File: config.mk
export PLATFORM = sky130hd
export DESIGN_NAME = sdram_arbiter
export DESIGN_NICKNAME = d
export VERILOG_FILES = /design/src/rtl/sdram_pkg.sv /design/src/rtl/sdram_arbiter.sv
export SDC_FILE = /design/constraint.sdc
export NUM_CORES = 1
export LEC_CHECK = 0
export ABC_AREA = 1
export ABC_CLOCK_PERIOD_IN_PS = 5100
export BUFFER_PORTS_ARGS = -buffer_cell sky130_fd_sc_hd__clkbuf_2
export CAP_MARGIN = 20
export CORE_MARGIN = 2
export CORE_UTILIZATION = 25
export DETAILED_ROUTE_END_ITERATION = 10
export SLEW_MARGIN = 20
export SYNTH_ARGS = -nofsm -noshare
export SYNTH_HDL_FRONTEND = slang
export SYNTH_SLANG_ARGS = --single-unit
File: constraint.sdc
create_clock -name clk -period 5.1 [get_ports clk]
set_input_delay 0.51 -clock clk [delete_from_list [all_inputs] [get_ports clk]]
set_output_delay 0.51 -clock clk [all_outputs]
set_load 0.02 [all_outputs]
File: src/rtl/sdram_pkg.sv
// Shared SDRAM definitions: arbiter FSM encoding, requester port ids and
// controller timing constants.
package sdram_pkg;

    typedef enum logic [1:0] {
        ST_IDLE  = 2'd0,
        ST_ISSUE = 2'd1,
        ST_WAIT  = 2'd2,
        ST_RESP  = 2'd3
    } arb_state_e;

    typedef enum logic {
        PORT_FETCH = 1'b0,
        PORT_DATA  = 1'b1
    } port_e;

    // Controller timing, in core clocks
    localparam int SDRAM_CAS_LATENCY    = 2;
    localparam int SDRAM_T_RCD          = 2;
    localparam int SDRAM_T_RP           = 2;
    localparam int SDRAM_REFRESH_CYCLES = 780;

endpackage

File: src/rtl/sdram_arbiter.sv
// Two-port (fetch/data) round-robin arbiter in front of an SDRAM controller.
// Request sampled in IDLE reaches c_*_req next cycle; ack one cycle after c_busy falls.
module sdram_arbiter
    import sdram_pkg::*;
#(
    parameter int ADDR_W = 24,
    parameter int DATA_W = 16
) (
    input  logic              clk,
    input  logic              rst,
    input  logic [ADDR_W-1:0] i_addr,
    input  logic              i_req,
    output logic [DATA_W-1:0] i_data,
    output logic              i_ack,
    input  logic [ADDR_W-1:0] d_addr,
    input  logic [DATA_W-1:0] d_wdata,
    input  logic              d_read_req,
    input  logic              d_write_req,
    output logic [DATA_W-1:0] d_rdata,
    output logic              d_ack,
    output logic [ADDR_W-1:0] c_addr,
    output logic [DATA_W-1:0] c_data_in,
    input  logic [DATA_W-1:0] c_data_out,
    output logic              c_read_req,
    output logic              c_write_req,
    input  logic              c_busy
);

    arb_state_e        state_q, state_d;
    port_e             grant_q, grant_d;
    port_e             last_grant_q, last_grant_d;
    logic              wr_q, wr_d;
    logic [ADDR_W-1:0] addr_q, addr_d;
    logic [DATA_W-1:0] wdata_q, wdata_d;
    logic [DATA_W-1:0] i_data_q, i_data_d;
    logic [DATA_W-1:0] d_rdata_q, d_rdata_d;
    logic              rd_req_q, rd_req_d;
    logic              wr_req_q, wr_req_d;
    logic              i_ack_q, i_ack_d;
    logic              d_ack_q, d_ack_d;

    logic              d_pending;
    logic              pick_data;
    logic              pick_write;

    // Data wins when it is alone, or on a tie when fetch was served last
    assign d_pending  = d_read_req | d_write_req;
    assign pick_data  = d_pending & (~i_req | (last_grant_q == PORT_FETCH));
    assign pick_write = pick_data & d_write_req;

    always_comb begin
        state_d      = state_q;
        grant_d      = grant_q;
        last_grant_d = last_grant_q;
        wr_d         = wr_q;
        addr_d       = addr_q;
        wdata_d      = wdata_q;
        i_data_d     = i_data_q;
        d_rdata_d    = d_rdata_q;
        rd_req_d     = rd_req_q;
        wr_req_d     = wr_req_q;
        i_ack_d      = 1'b0;
        d_ack_d      = 1'b0;

        case (state_q)
            ST_IDLE: begin
                if (!c_busy && (i_req || d_pending)) begin
                    grant_d      = pick_data ? PORT_DATA : PORT_FETCH;
                    last_grant_d = pick_data ? PORT_DATA : PORT_FETCH;
                    wr_d         = pick_write;
                    addr_d       = pick_data ? d_addr : i_addr;
                    wdata_d      = d_wdata;
                    rd_req_d     = ~pick_write;
                    wr_req_d     = pick_write;
                    state_d      = ST_ISSUE;
                end
            end
            ST_ISSUE: begin
                if (c_busy) begin
                    rd_req_d = 1'b0;
                    wr_req_d = 1'b0;
                    state_d  = ST_WAIT;
                end
            end
            ST_WAIT: begin
                if (!c_busy) begin
                    if (!wr_q) begin
                        if (grant_q == PORT_DATA) begin
                            d_rdata_d = c_data_out;
                        end else begin
                            i_data_d = c_data_out;
                        end
                    end
                    i_ack_d = (grant_q == PORT_FETCH);
                    d_ack_d = (grant_q == PORT_DATA);
                    state_d = ST_RESP;
                end
            end
            ST_RESP: begin
                state_d = ST_IDLE;
            end
            default: begin
                state_d = ST_IDLE;
            end
        endcase
    end

    // Reset abandons any open transaction; IDLE then waits for c_busy to clear
    always_ff @(posedge clk or posedge rst) begin
        if (rst) begin
            state_q      <= ST_IDLE;
            grant_q      <= PORT_FETCH;
            last_grant_q <= PORT_DATA;
            wr_q         <= 1'b0;
            addr_q       <= '0;
            wdata_q      <= '0;
            i_data_q     <= '0;
            d_rdata_q    <= '0;
            rd_req_q     <= 1'b0;
            wr_req_q     <= 1'b0;
            i_ack_q      <= 1'b0;
            d_ack_q      <= 1'b0;
        end else begin
            state_q      <= state_d;
            grant_q      <= grant_d;
            last_grant_q <= last_grant_d;
            wr_q         <= wr_d;
            addr_q       <= addr_d;
            wdata_q      <= wdata_d;
            i_data_q     <= i_data_d;
            d_rdata_q    <= d_rdata_d;
            rd_req_q     <= rd_req_d;
            wr_req_q     <= wr_req_d;
            i_ack_q      <= i_ack_d;
            d_ack_q      <= d_ack_d;
        end
    end

    assign i_data      = i_data_q;
    assign i_ack       = i_ack_q;
    assign d_rdata     = d_rdata_q;
    assign d_ack       = d_ack_q;
    assign c_addr      = addr_q;
    assign c_data_in   = wdata_q;
    assign c_read_req  = rd_req_q;
    assign c_write_req = wr_req_q;

endmodule

==> results.tsv, run 1 <==
metric	value	unit
outcome	complete, no violations	
num_rows	43	
p_per_area	633	nW/µm²
end_kind	flip-flop	
synth_top_area_cell	dfrtp_1	
cts-resized-gates	0	
post-route-min-period	2240	ps
nets	670	
yosysSeqAreaShare	56.9	%
synth_edf_count	0	
crit_path_max_fanout	44	
grt_usage	12.8	%
maxCapViolCount	0	
grt_pass1_wl	14800	µm
leakage	0.00283	µW
cts_max_path_buffers	2	
synth_nets	515	
portBuffers	161	
final_antenna_net_count	0	
ys_types	20	
fin_cells	765	
rsz0062_at_grt	no	
grt_pass1_vias	2991	
antenna_cells	0	
area_delta_synth_final	34.9	%
antenna_found_initial	0	
setup_viol	0	
synth_area	3560	µm²
skew	4.91	ps
start_kind	flip-flop	
grt_max_degree	45	
clk_pin_slew	60	ps
worstHoldPathType	input pin to asynchronous set/reset pin	
io-pin-count	162	
ys.flop_type	dfrtp_1	
finalSetupTns	0	ps
drive_above_1_share	35.0	%
async_flop_share	100	%
syn_inst	425	
dieArea	15200	µm²
cts_tree	yes	
clk_latency	340	ps
overflow	0	
cts_hold_buf	0	
floorplan.initialDensity	25.7	%
yosysMostFrequentCell	nand2_1	
vias_per_cell	4.05	
htree_num_levels	3	
gp_congestion	0.718	
required	5350	ps
root_buffer	clkbuf_16	
vias	3101	
hold_viol	0	
cts.sinks	81	
worst_r2r_path_depth	6	
worstSetupPathType	flip-flop to flip-flop	
synth_seq_cells	81	
period_share	43.8	%
die_x	123	µm
hpwl	6730	µm
drtIter0Drc	133	
wirelength	9370	µm
fmax	447	MHz
tightest_slew	747	ps
yosys-top-cells-count	nand2_1, dfrtp_1, inv_1	
crit_arrival	2490	ps
drc_errors	0	
drv_slew	0	
avgSynthCellArea	8.38	µm²
placed_cells	749	
max-slew-margin-rel	50.0	%
fp.dieH	123	µm
post_cts_buffers	0	
core	13900	µm²
synth_top_cell_area_share	56.2	%
ys_warn_count	0	
cts_buffers	9	
synth.area.top_cells	dfrtp_1, nand2_1, o21ai_2, inv_1, o21ai_1	
ir_drop	0.211	mV
routedWlPerCell	12.3	µm
first_pass_iters	4	
-- metal layers --
| metal | up-vias | wire (µm) | global-route usage (%) | part of all wire (%) |
|---|---|---|---|---|
| li1 | 1605 | - | - | - |
| met1 | 1412 | 4340 | 16.4 | 46 |
| met2 | 75 | 4360 | 20.3 | 47 |
| met3 | 9 | 555 | 4.34 | 5.9 |
| met4 | 0 | 120 | 3.84 | 1.3 |
| met5 | - | 0 | 0 | 0 |
-- flip-flops by register name, summed over array words and instances, names as in the netlist --
name	flops
c_addr	24
i_data	16
c_write_req	1
d_rdata	16
i_ack	1
c_data_in	16
c_read_req	1
state_q	2
d_ack	1
grant_q	1
last_grant_q	1
wr_q	1
-- cell type report --
class | instances | area, µm²
timing repair buffer | 162 | 813
sequential | 81 | 2030
fill | 1496 | 9070
inverter | 27 | 103
clock inverter | 5 | 78.8
clock buffer | 11 | 243
tap | 180 | 225
multi-input combinational | 299 | 1320
-- path summary, 6_finish.rpt --
kind / startpoint / to / slack [ps]
setup / recovery: state_q[0] / grant_q / 2860
hold / removal: rst / d_ack / 250
setup reg to reg: state_q[0] / grant_q / 2860
hold reg to reg: c_addr[5] / c_addr[5] / 480
max in group asynchronous: rst / c_data_in[10] / 3870
min in group clk: d_wdata[0] / c_data_in[0] / 360
-- cells in the final DEF (no fill, tap or decap) --
cell type,count
clkinv_2,3
or2_2,1
o21ai_0,2
ha_1,4
a21oi_1,2
clkinv_4,1
nand2_2,3
inv_1,24
nand3_1,4
bufinv_16,2
nand2_1,242
inv_2,2
nor2_1,5
o21ai_4,1
clkbuf_16,9
o21ai_2,16
o21ai_1,16
dfrtp_1,80
dfstp_2,1
nor3_2,2
clkbuf_8,1
buf_4,1
clkbuf_2,161
clkbuf_1,1
nand3_4,1
-- stage by stage --
step / util, % / instance area, µm² / hold slack (ps) / worst slack, ps / total power, µW
global placement: 32.3 / 4480 / 462 / 2770 / 2360
global route: 34.6 / 4810 / 290 / 2540 / 3280
detailed placement: 32.3 / 4480 / 463 / 2760 / 2370
finish: 34.6 / 4810 / 245 / 2860 / 3040
CTS: 34.6 / 4800 / 266 / 2810 / 3100
floorplan: - / 3560 / 427 / 2510 / 1940
-- logic make-up (layout without fill, tap and decap cells) --
family	after synthesis	in the layout	share of synthesized area, %
AOI/OAI and AO/OA	37	37	7.20
adders and majority gates	4	4	1.41
buffers and inverters	45	205	6.18
DFF	81	81	56.9
and+or+nand+nor	258	258	28.3
-- report_power, final --
part / total, µW / internal, µW / switching, µW
registers: 1090 / 933 / 158
logic: 1250 / 411 / 840
clock network: 700 / 441 / 258
total: 3040 / 1790 / 1260
-- critical path, stage by stage (launching register included) --
cell and delay, ps:
dfrtp_1 400, inv_1 110, ha_1 240, nand3_4 420
inv_2 730, nand2_1 140, o21ai_0 110
Power figures use the tool's default switching activity.
==> run 2, diff against run 1 <==
ABC_AREA = 0   (was 1)
ABC_CLOCK_PERIOD_IN_PS = 2210   (was 5100)
clock period = 2.21 ns   (was 5.1 ns; I/O delays follow)
==> run 2 against run 1 <==
The run now ends with hold timing left. Routed wire length is 17% lower. Core utilization is 0.34 points higher. Cell count is 24% lower. Non-clock buffer count is 4 higher. Sequential power is 140% higher. Highest routed layer unchanged.
==> results.tsv, run 2 <==
metric	value	unit	change
max-slew-margin-rel	70.9	%	was 50.0%
portBuffers	161		unchanged
tightest_slew	437	ps	was 747 ps
yosys-top-cells-count	mux2_2, dfrtp_1, mux2_4		was nand2_1, dfrtp_1, inv_1
syn_inst	229		was 425
final_common_cell	clkbuf_2		was nand2_1
grt_usage	10.4	%	was 12.8%
synth_area	3620	µm²	was 3560 µm²
cts-resized-gates	0		unchanged
r2r_start	state_q[0]		unchanged
post_cts_buffers	0		unchanged
period_share	87.9	%	was 43.8%
outcome	finished, violations left		was complete, no violations
worst_r2r_path_depth	6		unchanged
drv_slew	0		unchanged
fp.dieH	124	µm	was 123 µm
dieArea	15500	µm²	was 15,200 µm²
ir_drop	0.595	mV	was 0.211 mV
ys.flop_type	dfrtp_1		unchanged
area_delta_synth_final	35.1	%	was 34.9%
placed_area	4600	µm²	was 4480 µm²
grt_pass1_wl	12900	µm	was 14,800 µm
antenna_cells	0		unchanged
p_per_area	1490	nW/µm²	was 633 nW/µm²
setup_viol	0		unchanged
synth_xor_area_share	0	%	unchanged
clk_pin_slew	60	ps	about the same
largest_register_ffs	24		unchanged
yosysMostFrequentCell	mux2_2		was nand2_1
die_x	124	µm	was 123 µm
synth-compound-area-share	3.42	%	was 7.20%
num_rows	43		unchanged
maxCapViolCount	0		unchanged
hold_viol	21		was 0
crit_arrival	2160	ps	was 2490 ps
cts_buffers	9		unchanged
vias	2442		was 3,101
hold_ws	-13.6	ps	was 245 ps
overflow	0		unchanged
wirelength	7740	µm	was 9370 µm
io-pin-count	162		unchanged
avgSynthCellArea	15.8	µm²	was 8.38 µm²
grt_pass1_vias	2634		was 2,991
root_buffer	clkbuf_16		unchanged
async_flop_share	100	%	unchanged
startpoint	state_q[0]		unchanged
end_kind	flip-flop		unchanged
synthSimpleGateAreaFrac	3.01	%	was 28.3%
synth_edf_count	0		unchanged
violations	hold timing		
drive_above_1_share	72.0	%	was 35.0%
placed_cells	565		was 749
nets	486		was 670
antenna_found_initial	0		unchanged
first_pass_iters	4		unchanged
hpwl	5620	µm	was 6730 µm
synth_seq_cells	81		unchanged
yosysSeqAreaShare	56.0	%	was 56.9%
layout_common_cells	clkbuf_2, mux2_2, dfrtp_1		was nand2_1, clkbuf_2, dfrtp_1
synth.area.top_cells	dfrtp_1, mux2_2, mux2_4, buf_6, ha_1		was dfrtp_1, nand2_1, o21ai_2, inv_1, o21ai_1
gp_congestion	0.699		was 0.718
core	14000	µm²	was 13,900 µm²
fmax	515	MHz	was 447 MHz
floorplan.initialDensity	25.9	%	was 25.7%
synth_top_family_by_area	multiplexers		was simple AND/OR/NAND/NOR gates
num-fill-cells	1408		was 1,496
clk_latency	330	ps	was 340 ps
ys_types	29		was 20
fin_cells	580		was 765
worstHoldPathType	input pin to asynchronous set/reset pin		unchanged
synthMuxAreaShare	32.1	%	was 0%
synth_nets	319		was 515
vias_per_cell	4.21		was 4.05
finalSetupTns	0	ps	unchanged
drc_errors	0		unchanged
cts.sinks	81		unchanged
crit_path_max_fanout	39		was 44
required	2430	ps	was 5350 ps
start_kind	flip-flop		unchanged
synth_top_cell_area_share	55.3	%	was 56.2%
routedWlPerCell	13.3	µm	was 12.3 µm
cts_hold_buf	0		unchanged
post-route-min-period	1940	ps	was 2240 ps
yosys.area_share.adder	1.38	%	was 1.40%
grt_max_degree	82		was 45
cts_max_path_buffers	2		unchanged
skew	8.67	ps	was 4.91 ps
final_antenna_net_count	0		unchanged
htree_num_levels	3		unchanged
ys_warn_count	0		unchanged
final_area	4890	µm²	was 4810 µm²
leakage	0.00237	µW	was 0.00283 µW
cts_tree	yes		unchanged
worstSetupPathType	flip-flop to flip-flop		unchanged
synth_top_area_cell	dfrtp_1		unchanged
rsz0062_at_grt	no		unchanged
drtIter0Drc	66		was 133
run 2: cell types whose count changed after synthesis, moves of 6 or more:
cell / before / now
buf_6: 3 / 9
nand2_1: 243 / 1
mux2_4: 0 / 10
inv_1: 25 / 7
o21ai_1: 16 / 0
o21ai_2: 16 / 0
buf_2: 11 / 0
mux2_2: 0 / 89
run 2: per-stage QoR:
| step | utilization [%] | power (µW) | hold slack [ps] | setup WS [ps] |
|---|---|---|---|---|
| 6_report | 35.0 | 7300 | -13.6 | 268 |
| 5_1_grt | 35.0 | 7780 | 42.3 | 167 |
| 4_1_cts | 35.0 | 7440 | 6.18 | 253 |
| 3_5_place_dp | 32.9 | 5900 | 376 | 270 |
| 3_3_place_gp | 32.9 | 5800 | 368 | 348 |
| 2_1_floorplan | - | 4850 | 369 | 404 |
run 2: power breakdown:
part / internal (µW) / switching [µW]
clock network: 896 / 573
registers: 2240 / 423
logic: 1440 / 1730
run 2: metal layers:
layer | share of wire, % | track usage [%] | vias to the layer above
met2 | 45 | 15.9 | 117
met4 | 2.3 | 5.62 | 0
met1 | 45 | 12.9 | 1159
met3 | 7.7 | 3.39 | 13
met5 | 0 | 0 | -
li1 | - | - | 1153
run 2: path summary, 6_finish.rpt:
| path | endpoint | slack (ps) |
|---|---|---|
| worst min-delay path | i_data[1] | -10 |
| worst max-delay path | c_data_in[2] | 270 |
| worst min register to register | c_data_in[0] | 510 |
| min in group clk | c_data_in[3] | 110 |
| worst max register to register | c_data_in[2] | 270 |
| max in group asynchronous | last_grant_q | 1840 |
run 2: layout make-up:
class / count / area (µm²) / share of cell area [%]
Clock buffer: 10 / 239 / 4.88
Clock inverter: 5 / 56.3 / 1.15
Inverter: 7 / 30.0 / 0.614
Multi-Input combinational cell: 131 / 1450 / 29.5
Sequential cell: 81 / 2030 / 41.5
Tap cell: 180 / 225 / 4.60
Timing Repair Buffer: 166 / 868 / 17.7
run 2: worst max-delay path: stages, from the launching register on:
cell,delay (ps)
dfrtp_1,410
inv_1,120
ha_1,250
inv_1,140
nor3_4,260
buf_12,240
mux2_2,370
run 2: cells by family (layout without fill, tap and decap cells):
logic type / count (synthesis) / after routing
multiplexers: 100 / 100
flip-flops: 81 / 81
buffers and inverters: 17 / 188
AO/OA/AOI/OAI: 14 / 14
AND/OR/NAND/NOR: 13 / 13
adder cells (fa/ha/maj): 4 / 4
==> run 3, diff against run 2 <==
ABC_CLOCK_PERIOD_IN_PS = 2200   (was 2210)
CORE_MARGIN = not set   (was 2)
clock period = 2.2 ns   (was 2.21 ns; I/O delays follow)
==> run 3 against run 2 <==
The flow still finishes with violations (hold timing). Setup slack worse by 71 ps. Worst hold slack better by 4.3 ps. Die area down 3.2%. Cell count up 0.69%. Design area up 1.0%. Largest power group unchanged.
==> results.tsv, run 3 (synthesis gave the netlist of run 2 again) <==
metric	value	unit	change
r2r_slack	200	ps	was 270 ps
start_kind	flip-flop		unchanged
die_x	122	µm	was 124 µm
root_buffer	clkbuf_16		unchanged
finalPower	7480	µW	was 7300 µW
post-route-min-period	2000	ps	was 1940 ps
antenna_cells	0		unchanged
required	2420	ps	was 2430 ps
grt_max_degree	82		unchanged
final_common_cell	clkbuf_2		unchanged
cts_max_path_buffers	2		unchanged
fp.dieH	122	µm	was 124 µm
worstHoldPathType	input pin to asynchronous set/reset pin		unchanged
hold_ws	-9.28	ps	was -13.6 ps
cts_tree	yes		unchanged
crit_path_max_fanout	13		was 39
cts_hold_buf	0		unchanged
antenna_found_initial	0		unchanged
grt_usage	11.1	%	was 10.4%
maxCapViolCount	0		unchanged
grt_pass1_wl	12600	µm	was 12,900 µm
skew	5.53	ps	was 8.67 ps
first_pass_iters	5		was 4
clk_pin_slew	60	ps	about the same
dieArea	15000	µm²	was 15,500 µm²
drc_errors	0		unchanged
hpwl	5740	µm	was 5620 µm
largest_register_ffs	24		unchanged
cts_buffers	9		unchanged
crit_arrival	2220	ps	was 2160 ps
finalSetupTns	0	ps	unchanged
ir_drop	0.620	mV	was 0.595 mV
met1_length	3430	µm	was 3520 µm
outcome	finished, violations left		unchanged
tightest_slew	457	ps	was 437 ps
register_area	2030	µm²	unchanged
period_share	91.1	%	was 87.9%
nets	489		was 486
hold_viol	6		was 21
htree_num_levels	3		unchanged
layout_common_cells	clkbuf_2, mux2_2, dfrtp_1		unchanged
io-pin-count	162		unchanged
fmax	499	MHz	was 515 MHz
cts.sinks	81		unchanged
floorplan.initialDensity	25.9	%	unchanged
rsz0062_at_grt	no		unchanged
clk_latency	330	ps	about the same
wirelength	7970	µm	was 7740 µm
vias	2524		was 2,442
max-slew-margin-rel	69.5	%	was 70.9%
routedWlPerCell	13.7	µm	was 13.3 µm
worstSetupPathType	flip-flop to flip-flop		unchanged
maxUsedRoutingLayer	met4		unchanged
multi_input_area	1450	µm²	unchanged
dr_wl_met3	736	µm	was 595 µm
violations	hold timing		unchanged
end_kind	flip-flop		unchanged
p_per_area	1510	nW/µm²	was 1490 nW/µm²
wl_met2	3630	µm	was 3450 µm
portBuffers	161		unchanged
final_antenna_net_count	0		unchanged
setup_viol	0		unchanged
post_cts_buffers	0		unchanged
gp_congestion	0.766		was 0.699
overflow	0		unchanged
leakage	0.00240	µW	was 0.00237 µW
grt_pass1_vias	2553		was 2,634
drive_above_1_share	72.0	%	about the same
cts-resized-gates	0		unchanged
num-fill-cells	1420		was 1,408
num_rows	43		unchanged
drv_slew	0		unchanged
vias_per_cell	4.32		was 4.21
area_delta_synth_final	36.5	%	was 35.1%
core	14000	µm²	unchanged
drtIter0Drc	53		was 66
==> run 3: cell types whose count changed in the layout (fill, tap and decap cells not counted), sizes merged <==
cell	before	now
buf	5	8
bufinv	1	2
clkbuf	171	172
clkinvlp	2	1
==> run 3: power by group <==
| part | switching (µW) | internal (µW) |
|---|---|---|
| sequential | 421 | 2250 |
| combinational | 1740 | 1460 |
| clock | 595 | 1020 |
| total | 2750 | 4730 |
==> run 3: metal layers <==
| metal | up-vias | global-route usage (%) |
|---|---|---|
| li1 | 1173 | - |
| met1 | 1226 | 13.5 |
| met2 | 115 | 17.0 |
| met3 | 10 | 4.09 |
| met4 | 0 | 6.02 |
| met5 | - | 0 |
==> run 3: per-stage QoR <==
stage / setup slack, ps / instance area (µm²) / std cells / util, %
global placement: 225 / 4600 / 566 / 32.9
detailed placement: 165 / 4600 / 566 / 32.9
finish: 196 / 4940 / 584 / 35.3
CTS: 153 / 4930 / 582 / 35.2
global route: 28.1 / 4940 / 584 / 35.3
floorplan: 394 / 3620 / 229 / -
==> run 3: final cells by class <==
type	count	share of cell area [%]
Sequential cell	81	41.0
Timing Repair Buffer	169	18.0
Inverter	7	0.608
Clock buffer	11	4.91
Tap cell	180	4.56
Clock inverter	5	1.60
Multi-Input combinational cell	131	29.2
==> run 3: final timing paths <==
path	depth (start not counted)	endpoint	startpoint
setup / recovery	6	c_data_in[4]	state_q[0]
hold / removal	3	c_data_in[7]	rst
setup reg to reg	6	c_data_in[4]	state_q[0]
hold reg to reg	1	c_data_in[7]	c_data_in[7]
max in group asynchronous	3	last_grant_q	rst
min in group clk	2	c_data_in[14]	d_wdata[14]
==> run 3: worst max-delay path, cell delays in order (launching register included) <==
cell and delay (ps):
dfrtp_1 410, inv_1 120, ha_1 260, inv_1 150
nor3_4 320, buf_4 270, mux2_2 360
